<file path="src/rtl/addsub_seq_pkg.sv">
//------------------------------------------------------------------------------
// addsub_seq_pkg : shared types and constants for the nibble-serial add/sub
// Revision: 1.0
//------------------------------------------------------------------------------
`default_nettype none

package addsub_seq_pkg;
   localparam int NIBBLE_W = 4;

   typedef enum logic [1:0] {
      IDLE = 2'd0,
      RUN  = 2'd1,
      DONE = 2'd2
   } seq_state_t;

   localparam logic OP_ADD = 1'b0;
   localparam logic OP_SUB = 1'b1;
endpackage

`default_nettype wire

</file>
<file path="src/rtl/addsub_seq_ctrl_addsub.sv">
//------------------------------------------------------------------------------
// addsub : combinational 4-bit adder/subtractor with carry/borrow in and out
// Revision: 1.0
//------------------------------------------------------------------------------
`default_nettype none

module addsub
   import addsub_seq_pkg::*;
(
   input  logic [NIBBLE_W-1:0] a,
   input  logic [NIBBLE_W-1:0] b,
   input  logic                xin,
   input  logic                op,
   output logic [NIBBLE_W-1:0] s_d,
   output logic                co_bo
);

   logic [NIBBLE_W:0] w_sum;

   // Bit 4 of the 5-bit difference is set exactly when a < b + xin.
   always_comb begin
      w_sum = '0;
      if (op == OP_SUB)
         w_sum = {1'b0, a} - {1'b0, b} - {{NIBBLE_W{1'b0}}, xin};
      else
         w_sum = {1'b0, a} + {1'b0, b} + {{NIBBLE_W{1'b0}}, xin};
   end

   assign s_d   = w_sum[NIBBLE_W-1:0];
   assign co_bo = w_sum[NIBBLE_W];

endmodule

`default_nettype wire

</file>
<file path="src/rtl/addsub_seq_ctrl.sv">
//------------------------------------------------------------------------------
// addsub_seq_ctrl : multi-precision add/sub sequencer over one 4-bit addsub.
// Optional signed-overflow output enabled by ADDSUB_SEQ_OVF_EN.
// Revision: 1.0
//------------------------------------------------------------------------------
`default_nettype none

module addsub_seq_ctrl
   import addsub_seq_pkg::*;
#(
   parameter int NIBBLES = 4
) (
   input  logic                          clk,
   input  logic                          rst_n,
   input  logic                          start_valid,
   output logic                          start_ready,
   input  logic                          op_in,
   input  logic [NIBBLES*NIBBLE_W-1:0]   a_in,
   input  logic [NIBBLES*NIBBLE_W-1:0]   b_in,
   output logic                          busy,
   output logic                          res_valid,
   input  logic                          res_ready,
   output logic [NIBBLES*NIBBLE_W-1:0]   res,
`ifdef ADDSUB_SEQ_OVF_EN
   output logic                          ovf,
`endif
   output logic                          co_bo_out
);

   localparam int W     = NIBBLES * NIBBLE_W;
   localparam int IDX_W = (NIBBLES > 1) ? $clog2(NIBBLES) : 1;

   seq_state_t          r_state;
   seq_state_t          w_next_state;
   logic [W-1:0]        r_a;
   logic [W-1:0]        r_b;
   logic                r_op;
   logic                r_carry;
   logic [IDX_W-1:0]    r_idx;
   logic [W-1:0]        w_a_sh;
   logic [W-1:0]        w_b_sh;
   logic [NIBBLE_W-1:0] w_s_d;
   logic                w_co_bo;
   logic                w_last;
   logic                w_accept;

   assign w_a_sh   = r_a >> (32'(r_idx) * NIBBLE_W);
   assign w_b_sh   = r_b >> (32'(r_idx) * NIBBLE_W);
   assign w_last   = (r_idx == IDX_W'(NIBBLES - 1));
   assign w_accept = (r_state == IDLE) && start_valid;

   addsub u_addsub (
      .a     (w_a_sh[NIBBLE_W-1:0]),
      .b     (w_b_sh[NIBBLE_W-1:0]),
      .xin   (r_carry),
      .op    (r_op),
      .s_d   (w_s_d),
      .co_bo (w_co_bo)
   );

   always_ff @(posedge clk) begin
      if (!rst_n)
         r_state <= IDLE;
      else
         r_state <= w_next_state;
   end

   always_comb begin
      w_next_state = r_state;
      start_ready  = 1'b0;
      busy         = 1'b0;
      res_valid    = 1'b0;
      case (r_state)
         IDLE: begin
            start_ready = 1'b1;
            if (start_valid) w_next_state = RUN;
         end
         RUN: begin
            busy = 1'b1;
            if (w_last) w_next_state = DONE;
         end
         DONE: begin
            res_valid = 1'b1;
            if (res_ready) w_next_state = IDLE;
         end
         default: w_next_state = IDLE;
      endcase
   end

   always_ff @(posedge clk) begin
      if (!rst_n) begin
         r_a       <= '0;
         r_b       <= '0;
         r_op      <= OP_ADD;
         r_carry   <= 1'b0;
         r_idx     <= '0;
         res       <= '0;
         co_bo_out <= 1'b0;
      end else if (w_accept) begin
         r_a     <= a_in;
         r_b     <= b_in;
         r_op    <= op_in;
         r_carry <= 1'b0;
         r_idx   <= '0;
         res     <= '0;
      end else if (r_state == RUN) begin
         for (int i = 0; i < NIBBLES; i++) begin
            if (r_idx == IDX_W'(i)) res[i*NIBBLE_W +: NIBBLE_W] <= w_s_d;
         end
         r_carry <= w_co_bo;
         r_idx   <= r_idx + IDX_W'(1);
         if (w_last) co_bo_out <= w_co_bo;
      end
   end

`ifdef ADDSUB_SEQ_OVF_EN
   logic w_a_sgn;
   logic w_b_sgn;
   logic w_r_sgn;
   logic w_ovf;

   // Subtraction overflows when operand signs differ; addition when they match.
   assign w_a_sgn = w_a_sh[NIBBLE_W-1];
   assign w_b_sgn = w_b_sh[NIBBLE_W-1];
   assign w_r_sgn = w_s_d[NIBBLE_W-1];
   assign w_ovf   = (r_op == OP_SUB) ? ((w_a_sgn ^ w_b_sgn) & (w_r_sgn ^ w_a_sgn))
                                     : (~(w_a_sgn ^ w_b_sgn) & (w_r_sgn ^ w_a_sgn));

   always_ff @(posedge clk) begin
      if (!rst_n)
         ovf <= 1'b0;
      else if ((r_state == RUN) && w_last)
         ovf <= w_ovf;
   end
`endif

endmodule

`default_nettype wire

</file>
<file path="config.mk">
export PLATFORM = sky130hd
export DESIGN_NAME = addsub_seq_ctrl
export DESIGN_NICKNAME = d
export VERILOG_FILES = /design/src/rtl/addsub_seq_pkg.sv /design/src/rtl/addsub_seq_ctrl_addsub.sv /design/src/rtl/addsub_seq_ctrl.sv
export SDC_FILE = /design/constraint.sdc
export NUM_CORES = 1
export LEC_CHECK = 0
export ABC_AREA = 1
export CORE_UTILIZATION = 24
export CTS_CLUSTER_DIAMETER = 200
export DETAILED_ROUTE_END_ITERATION = 6
export HOLD_SLACK_MARGIN = 0.08
export SLEW_MARGIN = 10
export SYNTH_ARGS = -nofsm -noshare
export SYNTH_HDL_FRONTEND = slang
export SYNTH_SLANG_ARGS = --single-unit
</file>
<file path="constraint.sdc">
create_clock -name clk -period 2.5 [get_ports clk]
set_input_delay 0.5 -clock clk [delete_from_list [all_inputs] [get_ports clk]]
set_output_delay 0.5 -clock clk [all_outputs]
set_load 0.01 [all_outputs]
</file>
==> flow_summary.yaml <==
die:
  rows: 37
  dieArea_um2: 11410
  die_h_um: 106.8
  start_util: 0.2509
  ios: 57
  core_um2: 10510
  die_w_um: 106.8
grt:
  grt_pass1_vias: 2212
  grt_use_total: 0.1186
  grt_max_degree: 36
  grt_pass1_wl_um: 10700
  grt_overflow_total: 0
  antenna_found_initial: 0
clocking:
  cts_max_path_buffers: 2
  insertion_delay_ns: 0.31
  numCtsBuffers: 5
  h-tree-depth: 2
  clkSinkCount: 55
  cts_tree: "yes"
  cts_root_buf: "clkbuf_8"
  cts.clk_slew.worst_paths_ns: 0.10
  cts_hold_buffers: 0
synth:
  avgSynthCellArea_um2: 7.576
  yosysUniqueCellTypes: 27
  async_reset_ff_frac: 0
  netlist_instances: 348
  yosys_warnings: 0
  ys_top_cells_by_area: "dfxtp_1, nor2_1, o21ai_0, nand2_1, ha_1"
  syn-num-nets: 400
  ys_seq_area_frac: 0.4177
  ys_seq_elements: 55
  synth-edff-count: 0
  yosys.area.top_type: "dfxtp_1"
  netlist_area_um2: 2636
  synth_top_cell_area_share: 0.4177
  ys.flop_type: "dfxtp_1"
final_layout:
  finalInstanceArea_um2: 3492
  layout_common_cells: "nor2_1, clkdlybuf4s50_1, dfxtp_1"
  multiInputGateArea_um2: 1339
  drive_gt1_frac: 0.1000
  layout_commonest_cell: "nor2_1"
  fillCellCount: 1150
  fin_cells: 546
  post-route-util: 0.3323
  diodes: 0
  final-seq-area_um2: 1105
  area_growth_pct: 32.46
  fin_nets: 461
pwr:
  p_comb_frac: 0.229
  swShare: 0.2977
  internal-power_mw: 1.359
  pwr-share-clk: 0.271
  powerDensity_nw_per_um2: 554.0
  p_seq_frac: 0.500
  p_total_mw: 1.935
  switchingPower_mw: 0.5759
  ir_drop_uv: 234.9
  leakagePower_nw: 1.464
place:
  dp_slack_ns: 0.03266
  port_buffers: 56
  gp_congestion: 0.7588
  dp_hpwl_um: 4903
  placed_area_um2: 3378
  dp.cells: 537
job:
  cap_violations: 0
critical_path:
  worstPathArrival_ns: 2.50
  required_ns: 2.69
  start_kind: "register"
  crit_path_end_kind: "register"
  worstPathMaxFanout: 12
  cp-startpoint: "r_idx[0]$_SDFFE_PP0P_"
  reg2reg_from: "r_idx[0]$_SDFFE_PP0P_"
  worstSetupPathType: "reg2reg"
timing:
  setup_slack_ns: 0.1896
  hold_violations: 0
  setup_viol: 0
  finalCritPeriodShare: 0.9241
  rsz0062_at_grt: "no"
  fmax_mhz: 432.8
  worstMarginPinSlew_ns: 0.3865
  clock_skew_ns: 0.007762
  whs_ns: 0.4965
  period_minus_slack_ns: 2.310
  relSlewSlack: 0.7415
  setup-tns-final_ns: 0
  slew_viol_final: 0
detailed_routing:
  firstDrtPassIters: 4
  wl_um: 6321
  wl_per_cell_um: 11.58
  viasPerCell: 4.244
  vias: 2317
  drtIter0Drc: 101
  drcViolationCount: 0
  drtAntennaViolNets: 0
status:
  status: "completed"
hold_path:
  min_from: "r_a[2]$_SDFFE_PN0P_"
  worstHoldPathType: "reg2reg"
[repair_timing]
action,in CTS,in global routing
pin swaps,0,1
setup endpoints to repair,1,13
gates resized for setup,1,5
buffers inserted,0,1
[final timing paths]
check                         endpoint  slack, ns  depth (start not counted)
setup / recovery  res[14]$_SDFFE_PP0P_       0.19                          9
hold reg to reg    r_a[2]$_SDFFE_PN0P_       0.50                          2
setup reg to reg  res[14]$_SDFFE_PP0P_       0.19                          9
hold / removal     r_a[2]$_SDFFE_PN0P_       0.50                          2
[cells by family (layout without fill, tap and decap cells)]
kind of cell,after synthesis,count (layout),share of synthesized area
compound gates,85,85,0.1747
xor+xnor,2,2,0.006646
fa+ha+maj,15,15,0.08258
buf+inv,48,110,0.08021
flops,55,55,0.4177
mux,1,1,0.003797
simple gates,142,142,0.2345
[power by group through the flow]
stage	clock (mW)	sequential, mW	combinational, mW
floorplan	0	0.978	0.292
global placement	0	0.989	0.435
detailed placement	0	0.989	0.441
CTS	0.549	0.969	0.444
global route	0.584	0.976	0.512
finish	0.525	0.967	0.443
[final cells by class]
type / instances / area share
clock inverters: 1 / 0.002508
repair buffers: 68 / 0.1863
well taps: 136 / 0.04873
clock buffers: 7 / 0.02472
flip-flops and latches: 55 / 0.3164
multi-input cells: 245 / 0.3834
inverters: 34 / 0.03798
[registers in the layout (all words and copies together), names as in the netlist]
| name | count |
|---|---|
| r_carry | 1 |
| res | 16 |
| r_op | 1 |
| r_a | 16 |
| r_idx | 2 |
| r_b | 16 |
| co_bo_out | 1 |
| r_state | 2 |
[per-layer routing]
metal  track usage  routed length (um)  vias up
met5             0                   0        -
met4       0.03033                  54        0
met3       0.03161                 344        7
met2        0.1908                2744       50
met1        0.1567                3178     1015
li1              -                   -     1245
[cell usage after synthesis, types with 3 or more instances]
| cell | instances |
|---|---|
| buf_4 | 4 |
| o21ai_0 | 43 |
| nand3_1 | 8 |
| clkbuf_1 | 6 |
| fa_1 | 4 |
| dfxtp_1 | 55 |
| a32oi_1 | 4 |
| inv_1 | 27 |
| inv_2 | 5 |
| o21ai_1 | 9 |
| o21a_1 | 5 |
| buf_2 | 3 |
| ha_1 | 11 |
| a21oi_1 | 21 |
| nor2_1 | 82 |
| nand3_2 | 4 |
| nand2_1 | 43 |
[worst max-delay path, cell delays in order (launching register included)]
cell	delay, ns
dfxtp_4	0.38
inv_4	0.11
nand2_1	0.07
a32oi_2	0.24
inv_1	0.09
fa_2	0.39
fa_2	0.36
o21ai_1	0.16
xor2_1	0.27
a21oi_1	0.10
Power figures use the tool's default switching activity.
